`src/rtl/dot_product_pkg.sv`:
```
// ============================================================================
//  Module      : dot_product_pkg
//  Description : Shared constants, FSM state type and result-reduction helper
//                for the dot_product block.
//  Contents    : DP_* default width constants, dp_state_e (IDLE/DONE),
//                dp_saturate() unsigned clamp helper.
//  Revision    : 1.0 - initial release
// ============================================================================
`default_nettype none

package dot_product_pkg;

  localparam int DP_DATA_WIDTH           = 32;
  localparam int DP_VECTOR_WIDTH         = 4;
  localparam int DP_VECTOR_ELEMENT_WIDTH = 8;
  localparam int DP_ADDR_WIDTH           = 5;
  localparam int DP_RESULT_WIDTH         = 2 * DP_VECTOR_ELEMENT_WIDTH;

  typedef enum logic [0:0] {
    S_IDLE = 1'b0,
    S_DONE = 1'b1
  } dp_state_e;

  // Clamp an unsigned sum to the largest value representable in rw bits.
  // Widths of 64 or more pass the sum through untouched.
  function automatic logic [63:0] dp_saturate(input logic [63:0] sum,
                                              input int unsigned rw);
    logic [63:0] max_v;
    if (rw >= 64) begin
      return sum;
    end
    max_v = (64'd1 << rw) - 64'd1;
    return (sum > max_v) ? max_v : sum;
  endfunction

endpackage

`default_nettype wire

```
`src/rtl/dot_product_lane.sv`:
```
// ============================================================================
//  Module      : dot_product_lane
//  Description : One unsigned element multiplier of the dot-product datapath.
//  Ports       : a_i    [ELEM_WIDTH-1:0]    element of vector A
//                b_i    [ELEM_WIDTH-1:0]    element of vector B
//                prod_o [2*ELEM_WIDTH-1:0]  full-width unsigned product
//  Revision    : 1.0 - initial release
// ============================================================================
`default_nettype none

module dot_product_lane #(
  parameter int ELEM_WIDTH = 8
) (
  input  logic [ELEM_WIDTH-1:0]   a_i,
  input  logic [ELEM_WIDTH-1:0]   b_i,
  output logic [2*ELEM_WIDTH-1:0] prod_o
);

  // Operands are widened first so the product keeps every bit.
  assign prod_o = (2*ELEM_WIDTH)'(a_i) * (2*ELEM_WIDTH)'(b_i);

endmodule

`default_nettype wire

```
`src/rtl/dot_product.sv`:
```
// ============================================================================
//  Module      : dot_product
//  Description : Registered unsigned dot product of two packed vectors with a
//                one-edge latency, a one-cycle completion pulse and a
//                wrapping completed-operation counter.
//  Ports       : clk                 clock, rising edge
//                rst                 synchronous active-high reset
//                mem1_input          packed vector A
//                mem2_input          packed vector B
//                start_processing    request, sampled every rising edge
//                dot_product_result  registered result
//                processing_done     one-cycle completion pulse
//                op_count            completed operations, wraps
//  Config      : DOT_PRODUCT_SATURATE_EN - when defined, sums above the
//                result range clamp to all-ones; otherwise they truncate.
//  Revision    : 1.0 - initial release
// ============================================================================
`default_nettype none

module dot_product
  import dot_product_pkg::*;
#(
  parameter int DATA_WIDTH           = DP_DATA_WIDTH,
  parameter int VECTOR_WIDTH         = DP_VECTOR_WIDTH,
  parameter int VECTOR_ELEMENT_WIDTH = DP_VECTOR_ELEMENT_WIDTH,
  parameter int ADDR_WIDTH           = DP_ADDR_WIDTH,
  parameter int RESULT_WIDTH         = 2 * VECTOR_ELEMENT_WIDTH
) (
  input  logic                    clk,
  input  logic                    rst,
  input  logic [DATA_WIDTH-1:0]   mem1_input,
  input  logic [DATA_WIDTH-1:0]   mem2_input,
  input  logic                    start_processing,
  output logic [RESULT_WIDTH-1:0] dot_product_result,
  output logic                    processing_done,
  output logic [ADDR_WIDTH-1:0]   op_count
);

  localparam int PROD_W = 2 * VECTOR_ELEMENT_WIDTH;
  // Enough headroom that the full sum of all products never overflows.
  localparam int SUM_W  = PROD_W + $clog2(VECTOR_WIDTH);
  // Leaf count of the adder tree, rounded up to a power of two.
  localparam int NLEAF  = 1 << $clog2(VECTOR_WIDTH);

  // --------------------------------------------------------------------------
  // Datapath: per-element products feeding a binary adder tree.
  // Node 0 is the root; node n has children 2n+1 and 2n+2; leaves start at
  // index NLEAF-1. Unused leaves (non power-of-two widths) are tied to zero.
  // --------------------------------------------------------------------------
  logic [SUM_W-1:0]        w_tree [2*NLEAF-1];
  logic [SUM_W-1:0]        w_sum;
  logic [RESULT_WIDTH-1:0] w_result;

  for (genvar k = 0; k < NLEAF; k++) begin : g_leaf
    if (k < VECTOR_WIDTH) begin : g_lane
      logic [PROD_W-1:0] w_prod;

      dot_product_lane #(
        .ELEM_WIDTH (VECTOR_ELEMENT_WIDTH)
      ) u_lane (
        .a_i    (mem1_input[k*VECTOR_ELEMENT_WIDTH +: VECTOR_ELEMENT_WIDTH]),
        .b_i    (mem2_input[k*VECTOR_ELEMENT_WIDTH +: VECTOR_ELEMENT_WIDTH]),
        .prod_o (w_prod)
      );

      assign w_tree[NLEAF-1+k] = SUM_W'(w_prod);
    end else begin : g_pad
      assign w_tree[NLEAF-1+k] = '0;
    end
  end

  for (genvar n = 0; n < NLEAF-1; n++) begin : g_node
    assign w_tree[n] = w_tree[2*n+1] + w_tree[2*n+2];
  end

  assign w_sum = w_tree[0];

`ifdef DOT_PRODUCT_SATURATE_EN
  assign w_result = RESULT_WIDTH'(dp_saturate(64'(w_sum), RESULT_WIDTH));
`else
  assign w_result = RESULT_WIDTH'(64'(w_sum));
`endif

  // --------------------------------------------------------------------------
  // Control FSM
  // --------------------------------------------------------------------------
  dp_state_e               state_q, state_d;
  logic                    done_q, done_d;
  logic [RESULT_WIDTH-1:0] result_q, result_d;
  logic [ADDR_WIDTH-1:0]   count_q, count_d;

  // State and output registers; reset wins over a coincident start.
  always_ff @(posedge clk) begin
    if (rst) begin
      state_q  <= S_IDLE;
      done_q   <= 1'b0;
      result_q <= '0;
      count_q  <= '0;
    end else begin
      state_q  <= state_d;
      done_q   <= done_d;
      result_q <= result_d;
      count_q  <= count_d;
    end
  end

  // Next-state logic
  always_comb begin
    state_d = state_q;
    case (state_q)
      S_IDLE:  state_d = start_processing ? S_DONE : S_IDLE;
      S_DONE:  state_d = start_processing ? S_DONE : S_IDLE;
      default: state_d = S_IDLE;
    endcase
  end

  // Output logic: done is asserted for every cycle spent in DONE, and each
  // accepted start loads a fresh result and advances the counter.
  always_comb begin
    done_d   = (state_d == S_DONE);
    result_d = result_q;
    count_d  = count_q;
    if (start_processing) begin
      result_d = w_result;
      count_d  = count_q + ADDR_WIDTH'(1);
    end
  end

  assign dot_product_result = result_q;
  assign processing_done    = done_q;
  assign op_count           = count_q;

endmodule

`default_nettype wire

```
`config.mk`:
```
export PLATFORM = sky130hd
export DESIGN_NAME = dot_product
export DESIGN_NICKNAME = d
export VERILOG_FILES = /design/src/rtl/dot_product_pkg.sv /design/src/rtl/dot_product_lane.sv /design/src/rtl/dot_product.sv
export SDC_FILE = /design/constraint.sdc
export NUM_CORES = 1
export LEC_CHECK = 0
export ABC_CLOCK_PERIOD_IN_PS = 6520
export BUFFER_PORTS_ARGS = -buffer_cell sky130_fd_sc_hd__buf_2
export CORE_AREA = 2 2 178 180
export DETAILED_ROUTE_END_ITERATION = 16
export DIE_AREA = 0 0 180 182
export GPL_TIMING_DRIVEN = 0
export SLEW_MARGIN = 20
export SYNTH_ARGS = -nofsm -noshare
export SYNTH_HDL_FRONTEND = slang
export SYNTH_HIERARCHICAL = 1
export SYNTH_SLANG_ARGS = --single-unit
```
`constraint.sdc`:
```
create_clock -name clk -period 6.52 [get_ports clk]
set_input_delay 0.326 -clock clk [delete_from_list [all_inputs] [get_ports clk]]
set_output_delay 0.326 -clock clk [all_outputs]
set_load 0.02 [all_outputs]
```
# Yosys cells after proc, flatten, opt, wreduce, memory -nomap -nowiden
# Cells that the tools add are included.
[word_totals]
ff_bits = 22
output_inout_bits = 22
[op_classes]
add_sub_neg = 4
muxes = 1
n_mul = 4
[op_table]
columns = ["op", "count"]
rows = [
  ["8-bit by 8-bit multiplier with 16-bit output", 4],
  ["16-bit adder", 3],
  ["5-bit by 1-bit adder with 5-bit output (second input constant)", 1],
  ["1-bit 2-to-1 mux", 1],
]

# Logic depth before layout (Yosys ltp)
[logic_depth]
ltp_word = 3
depth_mapped = 25

# Modules after synthesis
# Netlist, hierarchy kept.
[modules_own_cells]
columns = ["mod", "instances", "area_each_um2", "cells_each"]
rows = [
  ["dot_product", 1, 2462.4, 292],
  ["dot_product_lane (g_leaf[1].g_lane.u_lane)", 1, 2132.0, 243],
  ["dot_product_lane (g_leaf[2].g_lane.u_lane)", 1, 2129.5, 243],
  ["dot_product_lane (g_leaf[3].g_lane.u_lane)", 1, 2125.8, 243],
  ["dot_product_lane (g_leaf[0].g_lane.u_lane)", 1, 2114.5, 243],
]

# Least setup slack after synthesis
# OpenSTA, ideal clock, no wires.
[synth_path]
path_type = "input to register"
from = "in mem2_input[4]"
to = "reg result_q[15] (netlist: dot_product_result[15])"
path_buffers = 0
stages = 25
arrival_ns = 6.377
path_slack_ns = 0.052
cell_sequence = "and2_1 -> fa_1 -> inv_1 -> fa_1 -> inv_1 -> fa_1 -> inv_1 -> fa_1 -> inv_1 -> ha_1 -> a21o_1 -> a21oi_1 -> nand2_1 -> a31oi_1 -> xnor2_1 -> inv_1 -> fa_1 -> fa_1 -> inv_1 -> ha_1 -> a21o_1 -> a21o_1 -> a221o_1 -> or3_1 -> a311oi_1"
[synth_between]
elab_chain_cells = 3
[synth_lines]
columns = ["element", "line", "source"]
rows = [
  ["start, declared", "dot_product.sv:32", "input logic [DATA_WIDTH-1:0] mem2_input,"],
  ["8-bit by 8-bit multiplier with 16-bit output", "dot_product_lane.sv:20", "assign prod_o = (2*ELEM_WIDTH)'(a_i) * (2*ELEM_WIDTH)'(b_i);"],
  ["via g_leaf[0].g_lane.w_prod[11]", "dot_product.sv:56", "logic [PROD_W-1:0] w_prod;"],
  ["16-bit adder (2 in a row)", "dot_product.sv:73", "assign w_tree[n] = w_tree[2*n+1] + w_tree[2*n+2];"],
  ["end signal, assigned", "dot_product.sv:102", "result_q <= result_d;"],
  ["end, declared", "dot_product.sv:89", "logic [RESULT_WIDTH-1:0] result_q, result_d;"],
]
# The timed path passes the listed nets, and every way through them passes these cells.
# A chain may end at the register's enable or synchronous reset.

# Final worst setup path
[layout_path]
from = "in mem1_input[11]"
to = "reg result_q[15] (netlist: dot_product_result[15])"
[layout_between]
elab_chain_cells = 3
[layout_lines]
columns = ["element", "line", "source"]
rows = [
  ["start, declared", "dot_product.sv:31", "input logic [DATA_WIDTH-1:0] mem1_input,"],
  ["8-bit by 8-bit multiplier with 16-bit output", "dot_product_lane.sv:20", ""],
  ["via g_leaf[1].g_lane.w_prod[11]", "dot_product.sv:56", ""],
  ["16-bit adder (2 in a row)", "dot_product.sv:73", ""],
]
# The timed path passes the listed nets, and every way through them passes these cells.

==> metrics.txt <==
status=completed; fmax=159 MHz; vias in the first global route=8731; fin. max-slew vios=0; most common library cell in the layout ignoring fill and taps=inv_1; row cnt=65; Final ANT Viol Nets=0; Mapped Area=between 10000 and 15000 um^2; fraction of registers with async set/reset=0%; All-Layer GR Usage=14.6%; reg2reg start=op_count[0]; clock transition at the registers of the reported paths=about 0.06 ns; cell count after synthesis=1264; pin count of the biggest net entering global routing=12; ys flop type=dfxtp_1; Die Span X=~180 um; synth warn=6; IO Pins=89; most frequent cells in the layout=inv_1 (279), and2_1 (187), fa_1 (172), ha_1 (142), nand2_1 (91); CP endpoint kind=flip-flop; GR Layer Usage met1=roughly a fifth; layout cell share with drive strength beyond 1=between 10% and 20%; placed inst area=11900 um^2; M3 GR Usage=less than 1%; gr busiest metal=met2; min cycle time layout=6.27 ns; DRC errors left=0; Avg Inst Size Synth=about 8.7 um^2; Post-synth EDFFs=0; Vias/cell=4.80; Setup Crit Path Kind=in2reg; final hold violations=0; Initial Utilization=between 30% and 40%; CP Launch Type=primary input; Clock Skews=0.00219 ns; Layout area overhead=12.1%; sequential area share after synthesis=under 10%; Final setup viols=0; Crit Reg-Reg Endpoint=op_count[4]; Clock Latency Late Sink=roughly 0.26 ns; Die Footprint=32800 um^2; Hold Crit Class=in2reg; DP HPWL=between 20 and 25 mm; worst-margin pin slew=between 0.4 and 0.5 ns; initial DRC count=about 280; Synth cell types=between 50 and 60; diode count=0; H-Tree Depth=1; Critical Path RT=between 6 and 7 ns; Worst R2R Setup Slack=5.52 ns; final core occ=39.7%; Via Count=between 8000 and 9000; clock sink count=22; initial antenna violation count=0; M2 GR Usage=approximately a quarter; Mapped Nets=roughly 1700; die height=around 180 um; Port Buffers=slightly below 90; Fin Hold WS=about 0.35 ns; first-pass GRT wire length=between 40 and 50 mm; gp weighted congestion=0.812; MaxCap Viol Count=0; DR WL/cell=~13 um; worst rel slew slack=a little over two thirds; root buf cell=clkbuf_16; Worst Hold Path EP=dot_product_result[8]; WL final=~23 mm; CP Max Fanout=8; CTS tree=yes; Nets=~1800; CP arrival=~6.4 ns; GRT Residual Overflow=0; Max Buffers Root-to-Sink=2; R2R depth=4; design area=12300 um^2; hold path cells=2; HP Start=rst; First-pass DRT Iterations=5; post-synthesis register bit count=22; Tcrit/Tclk final=between 90% and 100%; CTS buffer count=3; core area=31000 um^2
==> layer usage <==
layer / wire [um] / share of wire [%] / up-vias
li1: - / - / 4179
met4: 215 / 0.93 / 0
met2: 11300 / 49 / 115
met1: 11100 / 48 / 4138
met3: 526 / 2.3 / 17
met5: 0 / 0 / -
==> cell type report <==
type	instances	area, um^2
fillers	3159	18700
multi-input cells	949	9660
inverters	285	1070
well taps	402	503
repair buffers	92	490
flip-flops and latches	22	440
clock buffers	3	75.1
plain buffers	7	60.1
==> through the flow <==
stage	std cells	worst slack (ns)	setup TNS, ns
detailed placement	1753	-0.548	-1.14
CTS	1756	0.00859	0
global placement	1753	-0.534	-1.14
floorplan	1264	0.0522	0
finish	1760	0.246	0
global route	1760	-0.0180	-0.0180
==> critical path: stages <==
cell and delay, ns:
buf_2 0.16, and2_4 0.16, fa_1 0.55, inv_2 0.04, fa_1 0.53, inv_1 0.05, fa_1 0.47, inv_1 0.06
fa_1 0.48, inv_1 0.06, ha_4 0.23, a21o_1 0.19, a21oi_2 0.18, nand2_2 0.11, a31oi_4 0.21, xnor2_2 0.15
inv_2 0.06, fa_2 0.54, fa_1 0.42, inv_2 0.09, ha_4 0.23, and4_2 0.24, a221o_1 0.31, or3_1 0.35
a311oi_1 0.25
==> registers in the layout, indices dropped and copies added, names as in the netlist <==
register	cells
op_count	5
dot_product_result	16
processing_done	1
==> what timing repair did <==
action                     CTS  global route
hold endpoints to repair     0             0
pin swaps                    6            42
setup endpoints to repair    1             4
hold buffers                 0             0
gates resized for setup     10            69
setup buffers                0             5
==> worst max path at each step <==
stage,startpoint,end,slack (ns),cells past startpoint
3_3_place_gp,mem2_input[4],dot_product_result[15],-0.53,26
2_1_floorplan,mem2_input[4],dot_product_result[15],0.05,25
3_5_place_dp,mem2_input[4],dot_product_result[15],-0.55,26
5_1_grt,mem2_input[10],dot_product_result[15],-0.02,24
4_1_cts,mem2_input[10],dot_product_result[15],0.009,25
6_report,mem1_input[11],dot_product_result[15],0.25,25
==> Yosys cell counts (5+ instances only) <==
master / number / area [um^2]
and3_1: 14 / 87.6
nor3_1: 13 / 65.1
a211o_1: 9 / 78.8
a211o_2: 5 / 50.1
nand3_1: 11 / 55.1
and2_1: 197 / 1230
dfxtp_1: 22 / 440
fa_1: 174 / 3480
mux2i_1: 7 / 70.1
a21oi_2: 7 / 61.3
inv_1: 285 / 1070
o311ai_0: 6 / 52.6
xor2_1: 19 / 166
o21ai_0: 15 / 75.1
nand2_1: 95 / 357
a21oi_1: 30 / 150
a21o_1: 16 / 120
o21a_1: 18 / 135
nor2_1: 38 / 143
a31oi_1: 5 / 31.3
or4_1: 6 / 45.0
xnor2_1: 39 / 342
ha_1: 160 / 2000
==> kinds of logic after synthesis <==
family | after synthesis | synth area share [%]
multiplexers | 7 | 0.639
buffers and inverters | 293 | 10.3
XOR/XNOR | 58 | 4.63
flip-flops | 22 | 4.02
AND/OR/NAND/NOR | 402 | 20.4
adder cells (fa/ha/maj) | 334 | 50.0
AO/OA/AOI/OAI | 148 | 10.1
Power is not shown: default switching activity piles up to over one toggle a cycle in this logic, so the estimate is an artifact.
